$ cat src/rtl/uart_tx_arbiter.sv
// Round-robin arbiter that locks one requester onto a UART transmitter for a
// whole message. A message ends on the byte flagged with req_last. The lock is
// also dropped if the owner stays silent for TIMEOUT_CYCLES cycles.
module uart_tx_arbiter #(
  parameter int unsigned NUM_REQ        = 4,
  parameter int unsigned DATA_BITS      = 8,
  parameter int unsigned TIMEOUT_CYCLES = 1024
) (
  input  logic                         clk,
  input  logic                         rst,
  input  logic [NUM_REQ*DATA_BITS-1:0] req_data,
  input  logic [NUM_REQ-1:0]           req_valid,
  input  logic [NUM_REQ-1:0]           req_last,
  output logic [NUM_REQ-1:0]           req_ready,
  output logic [DATA_BITS-1:0]         tx_data,
  output logic                         tx_valid,
  input  logic                         tx_ready,
  output logic [$clog2(NUM_REQ)-1:0]   grant_id,
  output logic                         busy
);

  localparam int unsigned IdW  = $clog2(NUM_REQ);
  localparam int unsigned SumW = IdW + 1;
  localparam int unsigned CntW = $clog2(TIMEOUT_CYCLES + 1);

  typedef enum logic [0:0] {StIdle, StLocked} state_e;

  state_e               state_q, state_d;
  logic [IdW-1:0]       grant_q, grant_d;
  logic [IdW-1:0]       rr_ptr_q, rr_ptr_d;
  logic [DATA_BITS-1:0] tx_data_q, tx_data_d;
  logic                 tx_valid_q, tx_valid_d;
  logic                 last_flag_q, last_flag_d;
  logic [CntW-1:0]      timeout_q, timeout_d;

  logic [2*NUM_REQ-1:0] dbl_valid;
  logic [NUM_REQ-1:0]   rot_valid;
  logic [IdW-1:0]       pick_off;
  logic [SumW-1:0]      pick_sum;
  logic [SumW-1:0]      next_sum;
  logic [IdW-1:0]       pick_id;
  logic [IdW-1:0]       next_ptr;

  logic                 gnt_valid;
  logic                 gnt_last;
  logic [DATA_BITS-1:0] gnt_data;
  logic                 accept;

  // Pick the first valid requester at or above rr_ptr (with wrap), and the
  // pointer value that follows the current grant.
  always_comb begin
    // Rotating right by rr_ptr puts requester rr_ptr at bit 0.
    dbl_valid = {req_valid, req_valid} >> rr_ptr_q;
    rot_valid = dbl_valid[NUM_REQ-1:0];
    pick_off  = '0;
    for (int j = NUM_REQ - 1; j >= 0; j--) begin
      if (rot_valid[j]) pick_off = IdW'(j);
    end
    pick_sum = {1'b0, rr_ptr_q} + {1'b0, pick_off};
    if (pick_sum >= SumW'(NUM_REQ)) pick_sum = pick_sum - SumW'(NUM_REQ);
    pick_id = pick_sum[IdW-1:0];

    next_sum = {1'b0, grant_q} + SumW'(1);
    if (next_sum >= SumW'(NUM_REQ)) next_sum = '0;
    next_ptr = next_sum[IdW-1:0];
  end

  // Mux out the granted requester's lane.
  always_comb begin
    gnt_valid = 1'b0;
    gnt_last  = 1'b0;
    gnt_data  = '0;
    for (int i = 0; i < NUM_REQ; i++) begin
      if (grant_q == IdW'(i)) begin
        gnt_valid = req_valid[i];
        gnt_last  = req_last[i];
        gnt_data  = req_data[i*DATA_BITS +: DATA_BITS];
      end
    end
  end

  // Only the lock owner is ready, and only while the output register is empty.
  always_comb begin
    req_ready = '0;
    if (state_q == StLocked && !tx_valid_q) begin
      for (int i = 0; i < NUM_REQ; i++) begin
        req_ready[i] = (grant_q == IdW'(i));
      end
    end
  end

  assign accept = (state_q == StLocked) && !tx_valid_q && gnt_valid;

  // Next-state: arbitration, byte accept, tx handshake and lock timeout.
  always_comb begin
    state_d     = state_q;
    grant_d     = grant_q;
    rr_ptr_d    = rr_ptr_q;
    tx_data_d   = tx_data_q;
    tx_valid_d  = tx_valid_q;
    last_flag_d = last_flag_q;
    timeout_d   = timeout_q;

    case (state_q)
      StIdle: begin
        if (|req_valid) begin
          grant_d = pick_id;
          state_d = StLocked;
        end
      end
      StLocked: begin
        if (accept) begin
          tx_data_d   = gnt_data;
          tx_valid_d  = 1'b1;
          last_flag_d = gnt_last;
          timeout_d   = '0;
        end else if (tx_valid_q) begin
          // Waiting on the transmitter does not count as owner silence.
          if (tx_ready) begin
            tx_valid_d = 1'b0;
            if (last_flag_q) begin
              state_d     = StIdle;
              rr_ptr_d    = next_ptr;
              last_flag_d = 1'b0;
            end
          end
        end else begin
          timeout_d = timeout_q + CntW'(1);
          if (timeout_d == CntW'(TIMEOUT_CYCLES)) begin
            state_d     = StIdle;
            rr_ptr_d    = next_ptr;
            last_flag_d = 1'b0;
            timeout_d   = '0;
          end
        end
      end
      default: state_d = StIdle;
    endcase
  end

  // State registers with asynchronous reset.
  always_ff @(posedge clk or posedge rst) begin
    if (rst) begin
      state_q     <= StIdle;
      grant_q     <= '0;
      rr_ptr_q    <= '0;
      tx_data_q   <= '0;
      tx_valid_q  <= 1'b0;
      last_flag_q <= 1'b0;
      timeout_q   <= '0;
    end else begin
      state_q     <= state_d;
      grant_q     <= grant_d;
      rr_ptr_q    <= rr_ptr_d;
      tx_data_q   <= tx_data_d;
      tx_valid_q  <= tx_valid_d;
      last_flag_q <= last_flag_d;
      timeout_q   <= timeout_d;
    end
  end

  assign tx_data  = tx_data_q;
  assign tx_valid = tx_valid_q;
  assign grant_id = grant_q;
  assign busy     = (state_q == StLocked);

endmodule

$ cat config.mk
export PLATFORM = sky130hd
export DESIGN_NAME = uart_tx_arbiter
export DESIGN_NICKNAME = d
export VERILOG_FILES = /design/src/rtl/uart_tx_arbiter.sv
export SDC_FILE = /design/constraint.sdc
export NUM_CORES = 1
export LEC_CHECK = 0
export BUFFER_PORTS_ARGS = -buffer_cell sky130_fd_sc_hd__buf_2
export CORE_ASPECT_RATIO = 1.1
export CORE_UTILIZATION = 30
export CTS_BUF_LIST = sky130_fd_sc_hd__clkbuf_4 sky130_fd_sc_hd__clkbuf_8
export DETAILED_ROUTE_END_ITERATION = 8
export MAX_ROUTING_LAYER = met4
export PLACE_DENSITY = 0.57
export SLEW_MARGIN = 20
export SYNTH_ARGS = -nofsm -noshare
export SYNTH_HDL_FRONTEND = slang
export SYNTH_SLANG_ARGS = --single-unit
$ cat constraint.sdc
create_clock -name clk -period 2.9 [get_ports clk]
set_input_delay 0.29 -clock clk [delete_from_list [all_inputs] [get_ports clk]]
set_output_delay 0.29 -clock clk [all_outputs]
set_load 0.01 [all_outputs]
==> impl_results.md <==
* Sw frac at 0.458
* Post-DP HPWL at 3460 µm
* Crit. End Element: flip-flop
* DR vias/cell at 5.10
* PD cells at 944 nW/µm²
* Largest net degree at the start of global routing at 27
* TritonCTS clock tree: yes
* Max_slew headroom at 0.351
* Flop pwr share at 0.295
* Vias in the first global route at 1689
* Worst path arrival time at 2.61 ns
* Starting Density at 0.316
* CP required at 3.07 ns
* Maximum vdd drop at 448 µV
* Fmax at around 400 MHz
* Routed Antenna Nets at 0
* Final WL at 4520 µm
* Final critical-path share of the clock period at 0.842
* GRT Util Overall at 0.151
* Crit path launch type: flip-flop
* Pre-CTS setup slack at just under 0.5 ns
* Max Slew Vio Count at 0
* Share of cells above drive strength 1 at 0.295
* Yosys warnings at 0
* Crit path kind: flip-flop to flip-flop
* Asr flop ratio synth at 1.00
* Leakage Power at 0.000994 µW
* Count of final setup violators at 0
* Setup repair bufs after CTS at 0
* Slew @ Worst Pin at 0.967 ns
* Syn avg cell area at 8.39 µm²
* Number of top-level pins at 59
* # hold bufs at CTS at 0
* Top_reg_cell synth: dfrtp_1
* Core area at slightly below 6000 µm²
* Hold Path Class: primary input to asynchronous set/reset pin
* Post-Syn Area at 1850 µm²
* Die width at between 70 and 80 µm
* Yosys reg bits at 26
* Latest clock arrival within the worst-skew pair at around 0.27 ns
* DR pass1 iterations at 4
* Switch Pwr at slightly below 1000 µW
* Gate Count Post-Synth at 220
* Routed via count at 1776
* Status: completed
* Min cycle time layout at 2.44 ns
* CTS Buffer Depth at 2
* Internal reg-to-reg setup slack at 0.46 ns
* Clk sinks at 26
* Die Area at 6470 µm²
* Logic pwr share at 0.589
* Clock Skew at 0.00602 ns
* First-pass GRT wire length at 7760 µm
* Tot Pwr at 2100 µW
* Clk root buf: clkbuf_8
* # port buffers at 58
* Placed insts at 344
* Yosys cell types at 49
* Routed length per instance at 13.0 µm
* Internal power at approximately 1100 µW
* Post-synth EDFFs at 0
* Post-CTS resize count at 0
* CP Max Fanout at 13
* Worst setup margin at roughly 0.46 ns
* Synthesis-to-layout area growth at 20.6%
* # DRC at 0
* DRT iter0 DRCs at between 70 and 80
* # rows at 29
* Diodes inserted at 0
* Initial antenna violation count at 0
* RSZ-0062 raised after global routing: false
* Clk slew on worst S/H paths at 0.10 ns
* Fin. Hold Viols at 0
* Gp weighted congestion at between 0.8 and 0.9
* Num CTS Buffers at 3
* Non-Filler Instances at 348
* Sequential-to-total area share from yosys stat at 0.352
* Die span in y at ~84 µm
* CTS HTree Levels at 1
* Fin Setup TNS at 0 ns
* Max-Cap Viols at 0
* Nets at 321
* Post-synthesis net count at 269
* Fillcell total at 588
* GRT overflow at 0
* Worst-case reg-to-reg path depth at 7
* Share of total power in the clock network at 0.116
-- area by class of cell --
type	instances	area (µm²)	area share
Multi-Input combinational cell	172	1090	0.488
Inverter	9	33.8	0.0152
Sequential cell	26	651	0.292
Tap cell	77	96.3	0.0433
Clock buffer	4	55.1	0.0247
Timing Repair Buffer	60	305	0.137
-- cells in the final DEF (no fill, tap or decap), types with 2 or more instances in the layout --
cell type and count:
clkbuf_8 4, inv_1 7, nor2b_1 10, and3_1 5, nand4_1 5, mux2_4 2
nand3_1 9, nand2_1 23, dfrtp_1 26, o22ai_1 2, nor3_1 10, o311ai_1 2
o21ai_0 15, nand3b_1 2, buf_4 2, nor2_1 20, a21oi_1 22, ha_1 6
buf_2 58, o31ai_1 2, a221oi_1 9, nor4_1 4
-- kinds of logic after synthesis --
kind of cell,after synthesis,synth area share
buffers and inverters,22,0.0596
adder cells (fa/ha/maj),6,0.0406
AND/OR/NAND/NOR,101,0.306
flip-flops,26,0.352
AO/OA/AOI/OAI,63,0.225
multiplexers,2,0.0163
-- flip-flops by register name (all words and copies together), names as in the netlist --
name and flops:
timeout_q 11, rr_ptr_q 2, grant_id 2, tx_data 8, busy 1, last_flag_q 1, tx_valid 1
-- synth_stat cells (2+ instances only) --
| cell | instances | area, µm² |
|---|---|---|
| o22ai_1 | 2 | 12.5 |
| nand2_1 | 23 | 86.3 |
| nor2_1 | 20 | 75.1 |
| buf_6 | 2 | 22.5 |
| mux2_4 | 2 | 30.0 |
| nor4_1 | 4 | 25.0 |
| nor3_1 | 10 | 50.1 |
| nand3b_1 | 2 | 15.0 |
| nand3_1 | 9 | 45.0 |
| clkbuf_1 | 6 | 22.5 |
| ha_1 | 6 | 75.1 |
| o31ai_1 | 2 | 15.0 |
| o21ai_0 | 15 | 75.1 |
| dfrtp_1 | 26 | 651 |
| nand4_1 | 5 | 31.3 |
| inv_1 | 8 | 30.0 |
| o311ai_1 | 2 | 17.5 |
| buf_4 | 3 | 22.5 |
| and3_1 | 5 | 31.3 |
| a21oi_1 | 22 | 110 |
| nor2b_1 | 10 | 62.6 |
| a221oi_1 | 9 | 78.8 |
-- worst max-delay path: stages, from the launching register on --
cell and delay (ns):
dfrtp_1 0.45, inv_1 0.11, ha_1 0.44, a211oi_2 0.16
a211oi_4 0.49, nor2_1 0.13, o21a_2 0.27, mux2_4 0.29
-- metrics by stage --
| step | hold WS (ns) | area (µm²) | util |
|---|---|---|---|
| 6_report | 0.105 | 2230 | 0.381 |
| 5_1_grt | 0.154 | 2230 | 0.381 |
| 4_1_cts | 0.298 | 2230 | 0.381 |
| 3_5_place_dp | 0.511 | 2170 | 0.372 |
| 3_3_place_gp | 0.505 | 2170 | 0.372 |
| 2_1_floorplan | 0.330 | 1850 | - |
-- path summary, 6_finish.rpt --
kind | startpoint | endpoint
max | grant_id[1]$_DFFE_PP0P_ | rr_ptr_q[0]$_DFFE_PP0P_
min in group clk | req_data[31] | tx_data[7]$_DFFE_PP0P_
min | rst | timeout_q[9]$_DFFE_PP0P_
min reg2reg | tx_data[6]$_DFFE_PP0P_ | tx_data[6]$_DFFE_PP0P_
max in group asynchronous | rst | timeout_q[7]$_DFFE_PP0P_
max reg2reg | grant_id[1]$_DFFE_PP0P_ | rr_ptr_q[0]$_DFFE_PP0P_
-- power by group through the flow --
stage,combinational [µW],clock [µW],sequential [µW]
floorplan,943,0,627
global placement,1230,0,620
detailed placement,1240,0,624
CTS,1250,250,621
global route,1400,265,639
finish,1240,245,620
-- per-layer routing --
layer	track usage	wire, µm
met3	0.0163	153
met4	0.0420	48
met2	0.247	2090
met1	0.197	2230
met5	-	0
(Power assumes the default switching activity.)
